## config.mk

```make
export PLATFORM = sky130hd
export DESIGN_NAME = counter_seq_ctrl
export DESIGN_NICKNAME = d
export VERILOG_FILES = /design/src/rtl/counter_seq_ctrl_pkg.sv /design/src/rtl/counter_seq_ctrl_clk_prescaler.sv /design/src/rtl/counter_seq_ctrl.sv
export SDC_FILE = /design/constraint.sdc
export NUM_CORES = 1
export LEC_CHECK = 0
export ABC_AREA = 1
export BUFFER_PORTS_ARGS = -buffer_cell sky130_fd_sc_hd__buf_2
export CORE_AREA = 2 2 39 41
export DETAILED_ROUTE_END_ITERATION = 16
export DIE_AREA = 0 0 41 43
export PLACE_DENSITY_LB_ADDON = 0.3
export SLEW_MARGIN = 20
export SYNTH_ARGS = -nofsm -noshare
export SYNTH_HDL_FRONTEND = slang
export SYNTH_SLANG_ARGS = --single-unit
```

## constraint.sdc

```tcl
create_clock -name CLK -period 1.55 [get_ports CLK]
set_input_delay 0.31 -clock CLK [delete_from_list [all_inputs] [get_ports CLK]]
set_output_delay 0.31 -clock CLK [all_outputs]
set_load 0.05 [all_outputs]
```

## src/rtl/counter_seq_ctrl_pkg.sv

```systemverilog
// Shared state encoding, default parameters and helpers for the counter sequencer.
package counter_seq_ctrl_pkg;

    localparam int unsigned DEF_DIV   = 4;
    localparam int unsigned DEF_MOD   = 8;
    localparam int unsigned DEF_CNT_W = 3;
    localparam int unsigned DEF_LAPS  = 2;
    localparam int unsigned DEF_LAP_W = 4;

    localparam logic [1:0] ST_IDLE  = 2'd0;
    localparam logic [1:0] ST_RUN   = 2'd1;
    localparam logic [1:0] ST_PAUSE = 2'd2;
    localparam logic [1:0] ST_DONE  = 2'd3;

    // Register width able to hold 0..n-1, never narrower than one bit.
    function automatic int unsigned cnt_width(input int unsigned n);
        return (n > 1) ? $clog2(n) : 1;
    endfunction

endpackage

```

## src/rtl/counter_seq_ctrl_clk_prescaler.sv

```systemverilog
// DIV-ratio phase counter; tc_c marks the last phase of each count-enable period.
module clk_prescaler
    import counter_seq_ctrl_pkg::*;
#(
    parameter int unsigned DIV = DEF_DIV
) (
    input  logic CLK,
    input  logic RST_n,
    input  logic en,
    input  logic hold,
    input  logic clr,
    output logic tc_c
);

    localparam int unsigned   PW   = cnt_width(DIV);
    localparam logic [PW-1:0] LAST = PW'(DIV - 1);

    logic [PW-1:0] cnt;

    always_ff @(posedge CLK or negedge RST_n) begin
        if (!RST_n) begin
            cnt <= '0;
        end else if (clr) begin
            cnt <= '0;
        end else if (en && !hold) begin
            cnt <= (cnt == LAST) ? '0 : cnt + PW'(1);
        end
    end

    assign tc_c = (cnt == LAST);

endmodule

```

## src/rtl/counter_seq_ctrl.sv

```systemverilog
// Run/pause/clear sequencer driving the counter datapath enable/clear and counting laps.
// Build option COUNTER_SEQ_AUTOSTOP_EN: stop in DONE once LAPS wraps have completed.
module counter_seq_ctrl
    import counter_seq_ctrl_pkg::*;
#(
    parameter int unsigned DIV   = DEF_DIV,
    parameter int unsigned MOD   = DEF_MOD,
    parameter int unsigned CNT_W = DEF_CNT_W,
    parameter int unsigned LAPS  = DEF_LAPS,
    parameter int unsigned LAP_W = DEF_LAP_W
) (
    input  logic             CLK,
    input  logic             RST_n,
    input  logic             iStart,
    input  logic             iStop,
    input  logic             iClear,
    input  logic [CNT_W-1:0] iCntQ,
    output logic             oCntEn,
    output logic             oCntClr,
    output logic [LAP_W-1:0] oLaps,
    output logic             oBusy,
    output logic             oDone
);

    if (DIV == 0 || LAPS == 0 || LAP_W >= 32 || (32'd1 << LAP_W) <= LAPS) begin : g_bad_params
        $error("counter_seq_ctrl: DIV, LAPS or LAP_W out of range");
    end

    logic [1:0]       state;
    logic [1:0]       state_nxt;
    logic [LAP_W-1:0] laps_nxt;
    logic             cnt_en_nxt;
    logic             cnt_clr_nxt;
    logic             done_nxt_c;
    logic             start_c;
    logic             wrap_c;
    logic             last_lap_c;
    logic             tc_c;
    logic             pre_en_c;
    logic             pre_hold_c;
    logic             pre_clr_c;

    // iStop outranks iStart whenever both arrive together.
    assign start_c = iStart && !iStop;
    assign wrap_c  = oCntEn && (iCntQ == CNT_W'(MOD - 1));

`ifdef COUNTER_SEQ_AUTOSTOP_EN
    assign last_lap_c = wrap_c && (oLaps == LAP_W'(LAPS - 1));
    assign done_nxt_c = (state_nxt == ST_DONE);
`else
    assign last_lap_c = 1'b0;
    assign done_nxt_c = 1'b0;
`endif

    // Prescaler freezes on stop/clear/auto-stop cycles and restarts from 0 on a fresh run.
    assign pre_en_c   = (state == ST_RUN);
    assign pre_hold_c = iStop || iClear || last_lap_c;
    assign pre_clr_c  = iClear || (start_c && (state == ST_IDLE || state == ST_DONE));

    clk_prescaler #(
        .DIV (DIV)
    ) u_prescaler (
        .CLK   (CLK),
        .RST_n (RST_n),
        .en    (pre_en_c),
        .hold  (pre_hold_c),
        .clr   (pre_clr_c),
        .tc_c  (tc_c)
    );

    // Next-state and next-output logic; command priority is clear > auto-stop > stop > start.
    always_comb begin
        state_nxt   = state;
        laps_nxt    = wrap_c ? oLaps + LAP_W'(1) : oLaps;
        cnt_en_nxt  = 1'b0;
        cnt_clr_nxt = 1'b0;
        if (iClear) begin
            state_nxt   = ST_IDLE;
            laps_nxt    = '0;
            cnt_clr_nxt = 1'b1;
        end else if (last_lap_c) begin
            state_nxt = ST_DONE;
        end else begin
            case (state)
                ST_IDLE: begin
                    if (start_c) state_nxt = ST_RUN;
                end
                ST_RUN: begin
                    if (iStop) state_nxt = ST_PAUSE;
                    else       cnt_en_nxt = tc_c;
                end
                ST_PAUSE: begin
                    if (start_c) state_nxt = ST_RUN;
                end
                ST_DONE: begin
                    if (start_c) begin
                        state_nxt   = ST_RUN;
                        laps_nxt    = '0;
                        cnt_clr_nxt = 1'b1;
                    end
                end
                default: state_nxt = ST_IDLE;
            endcase
        end
    end

    always_ff @(posedge CLK or negedge RST_n) begin
        if (!RST_n) begin
            state   <= ST_IDLE;
            oCntEn  <= 1'b0;
            oCntClr <= 1'b0;
            oLaps   <= '0;
            oBusy   <= 1'b0;
            oDone   <= 1'b0;
        end else begin
            state   <= state_nxt;
            oCntEn  <= cnt_en_nxt;
            oCntClr <= cnt_clr_nxt;
            oLaps   <= laps_nxt;
            oBusy   <= (state_nxt == ST_RUN);
            oDone   <= done_nxt_c;
        end
    end

endmodule

```

Word level (Yosys, flattened, before mapping)
Cells that the tools add are included.

word-level totals
  input bits = 8
  register bits after elaboration = 11
  logic and storage cells = 43

operators by class
  add/subtract/negate cells = 2
  eq/ne operators = 6
  muxes and demuxes = 17
  reductions and logical operators = 12

operators with widths
  kind                                                                   number
  4-bit two-way mux                                                      4
  2-bit two-way mux                                                      6
  2-bit equality test, second input constant                             3
  1-bit two-way mux                                                      6
  4-bit by 1-bit adder with 4-bit output, second input constant          1
  2-bit by 1-bit equality test with 1-bit output, second input constant  2
  1-bit logical AND                                                      4
  2-bit one-hot mux with 2 select lines                                  1
  3-bit equality test, second input constant                             1
  1-bit logical OR                                                       3
  3-bit OR reduction                                                     1
  2-bit by 1-bit adder with 2-bit output, second input constant          1
  1-bit zero test                                                        2
  2-bit zero test                                                        1
  2-bit nonzero test                                                     1

Logic depth before layout (Yosys ltp)
  word-level depth = 6
  depth in mapped cells = 6
  gate-level depth less buffers = 6

Cells and area by module
Synthesis repeated with hierarchy kept, for this count alone.

unflattened totals
  cell total of the unflattened synthesis = 74
  area, all modules = 628.1 um2

modules (own cells, without submodules)
  module            area an instance (um2)  times used  cells each
  counter_seq_ctrl  513.0                   1           59
  clk_prescaler     115.1                   1           15

Worst setup path after synthesis
OpenSTA, ideal clock, no wires.

  kind = register to register
  from = register oLaps[1]
  to = register oLaps[1]
  period minus slack after synthesis = 1255 ps
  arrival = 1136 ps
  library setup time = 119 ps
  setup slack = 295 ps
  cell stages (with the launch flop) = 6
  cell sequence = dfrtp_1 -> ha_1 -> inv_1 -> nand2_1 -> nand2_1 -> nor2_1

between the ends
  cells in the longest elaborated chain, start to end = 5

RTL lines
  what                                    line                     source
  start, declared                         counter_seq_ctrl.sv:20   output logic [LAP_W-1:0] oLaps,
  start signal, assigned                  counter_seq_ctrl.sv:119  oLaps <= laps_nxt;
  4-bit by 1-bit adder with 4-bit output  counter_seq_ctrl.sv:74   laps_nxt = wrap_c ? oLaps + LAP_W'(1) : oLaps;
  4-bit two-way mux (*)                   counter_seq_ctrl.sv:74
  4-bit two-way mux                       counter_seq_ctrl.sv:96   if (start_c) begin
  4-bit two-way mux (*)                   counter_seq_ctrl.sv:84   case (state)
  4-bit two-way mux (*)                   counter_seq_ctrl.sv:77   if (iClear) begin
  net laps_nxt[1]                         counter_seq_ctrl.sv:31   logic [LAP_W-1:0] laps_nxt;

Mark *: on every way through the listed nets, which the timed path passes. The rest lies on a longest branch.
A chain may end at the register's enable or synchronous reset.

Worst setup path after layout
  from = register oLaps[2]
  to = output oLaps[2]

No word-level cell between the ends.

==> flow_summary.yaml <==
status:
  outcome: "finished clean"
pwr:
  p_switching_w: 0.000142
  worst_ir_drop_vdd_v: 0.000434
  p_leak_nw: 0.381
  part_of_the_total_power_dissipated_in_combinational_logic_pct: 13.6
  switching_share_pct: 25.3
  power.clock.fraction_pct: 33.0
  p_int_w: 0.000418
  pwr_density_cell_nw_per_um2: 764
  seqPwrFrac_pct: 53.3
setup_path:
  crit_path_top_delay_cell: "dfrtp_1"
  critPathMaxStageDelay_ps: 380
  cp.required_ps: 1240
  reg2regPathDepth: 6
  critPathCaptureType: "primary output"
  crit_path_arrival_time_ps: 920
  timing.critical_path.from_type: "register"
  criticalPathCategory: "reg2out"
  r2r_setup_slack_ps: 410
  reg2reg_to: "oBusy"
  crit_path_cell_trace: "buf_2"
  crit_path_max_fanout: 4
  cp_num_buf_inv: 1
  r2r_start: "state[1]"
  worst_path_dominant_cell_family: "flip-flops"
sta:
  slew_viol_final: 0
  layout_min_cycle_time_ps: 1230
  layout_worst_path_cycle_share_pct: 79.3
  setup_viol: 0
  timing.final.hold_violations: 0
  rsz0062_at_grt: "no"
  post_layout_worst_setup_margin_ps: 320
  fmax_mhz: 813
  worst_clock_skew_ps: 0.981
  fin_tns_setup_ps: 0
grt:
  grt_pass1_vias: 384
  grt_antenna_before_repair: 0
  grt_usage_pct: 12.7
  grt_pass1_wl_mm: 1.44
  maximum_number_of_pins_on_one_net_before_global_route_repair: 12
  globalRoute.totalOverflow: 0
drt:
  drt_wl_total_um: 912
  detail-route-antenna-nets: 0
  routed-via-count: 459
  number_of_remaining_drc_errors: 0
  drt_iter0_markers: 6
  routed_len_inst_um: 8.77
  vias_per_cell: 4.41
  length_of_the_first_detailed_routing_pass_in_iterations: 2
worst_hold_path:
  whs_endpoint: "state[0]"
  hold_class: "in2reg"
  min_from: "iClear"
  min_delay_path_depth: 4
synthesis:
  synth.ff_latch_count: 11
  post_synth_num_cell_types: 19
  synth_cells: 70
  yosys.area_share.xor_xnor_pct: 1.43
  synthesis.nets: 83
  synth-compound-area-share_pct: 10.0
  arithmetic_cell_share_of_the_synthesized_area_counting_full_adders_half_adders_and_majority_gates_pct: 10.2
  largest_family_of_logic_cells_by_synthesized_area: "simple AND/OR/NAND/NOR gates"
  total_of_warnings_raised_by_yosys: 0
  synth_largest_area_cell: "dfrtp_1"
  syn_avg_cell_area_um2: 8.76
  muxShareOfSynthArea_pct: 0
  synth_top_cells_by_area: "dfrtp_1, ha_1, nand2_1"
  mappedNetlistArea_um2: 613
  yosysTopAreaCellShare_pct: 44.9
  post_synth_and_or_nand_nor_area_fraction_pct: 24.3
  synth_sequential_area_ratio_pct: 44.9
run:
  maxCapViolCount: 0
floorplan:
  die_span_in_y_um: 43
  total_die_area_um2: 1760
  fp-row-count: 14
  floorplan.core_area_um2: 1380
  io-pin-count: 16
  floorplan.initialDensity_pct: 44.3
  die_width_um: 41
finish:
  nFillCells: 136
  postLayoutCellArea_um2: 732
  layout.cells.most_common_list: "nand2_1, buf_2, dfrtp_1"
  area_delta_synth_final_pct: 19.4
  multi_input_area_um2: 285
  drive_above_1_share_pct: 31.8
  fin_nets: 102
  finalCoreUtilization_pct: 52.9
  antennaDiodeCount: 0
  sequential_cell_area_um2: 275
place:
  hpwl_um: 764
  post_detailed_placement_cell_area_um2: 696
  place_congestion: 0.719
  buffer_ports.inserted: 14
  place_worst_setup_slack_ps: 406
clocking:
  tritoncts.num_buffers: 3
  clock-root-buffer: "clkbuf_4"
  post_cts_resize_count: 0
  cts_tree: "done"
  max-clock-path-buffers: 2
  worstSkewPairLatency_ps: 260
  cts.clk_slew.worst_paths_ps: 60
  cts_num_sinks: 11
  cts_max_level: 1
  postCtsSetupBuffers: 0
worst max path at each step:
stage | start | to | cells past startpoint
6_report | oLaps[2] | oLaps[2] | 1
5_1_grt | oLaps[1] | oLaps[1] | 1
4_1_cts | oLaps[2] | oLaps[2] | 1
3_5_place_dp | state[1] | oBusy | 6
3_3_place_gp | state[1] | oBusy | 6
2_1_floorplan | oLaps[1] | oLaps[1] | 5
stage by stage:
step | hold slack [ps] | instances | power (W)
floorplan | 14.4 | 70 | 0.000356
global placement | 189 | 99 | 0.000378
detailed placement | 186 | 99 | 0.000379
CTS | 320 | 104 | 0.000570
global route | 336 | 104 | 0.000595
finish | 322 | 104 | 0.000559
logic make-up (layout without fill, tap and decap cells):
family          after synthesis  in the layout
other cells                   1              1
flops                        11             11
xor+xnor                      1              1
fa+ha+maj                     5              5
simple gates                 31             31
compound gates                8              8
buf+inv                      13             31
synthesized netlist by cell type:
cell type,number
ha_1,5
nand2_4,1
dfrtp_1,11
nor2_1,10
conb_1,1
o21ai_2,1
nand3_2,2
nand2_2,1
inv_1,9
o21ai_4,1
buf_4,1
inv_2,3
nand2_1,14
xor2_1,1
nor2_4,1
a21boi_0,1
a21oi_2,1
nand3_1,2
a21oi_1,4
cell type report:
class,instances,area share [%]
well taps,16,2.74
clock buffers,4,3.59
repair buffers,15,10.9
inverters,12,6.15
multi-input cells,46,39.0
flip-flops and latches,11,37.6
power groups by stage:
stage	Clock, W	Combinational [W]	Sequential [W]
final	0.000185	0.0000761	0.000298
after global placement	0	0.0000751	0.000303
after floorplan	0	0.0000405	0.000315
after CTS	0.000194	0.0000775	0.000298
after detailed placement	0	0.0000754	0.000304
after global routing	0.000211	0.0000848	0.000299
layer usage:
layer	part of all wire (%)	up-vias	global-route usage [%]
met5	0	-	0
met4	0	0	8.00
met3	7.1	0	3.14
met2	48	12	19.4
met1	45	197	15.0
li1	-	250	-
repair_timing:
action                                 CTS  global route
endpoints found under the hold margin   11             0
setup endpoints to repair                0             0
hold buffers                             1             0
registers in the layout, indices dropped and copies added (netlist names):
signal and count:
state 2, oCntEn 1, oCntClr 1, oLaps 4, oBusy 1, u_prescaler.cnt 2
(Power assumes the default switching activity.)
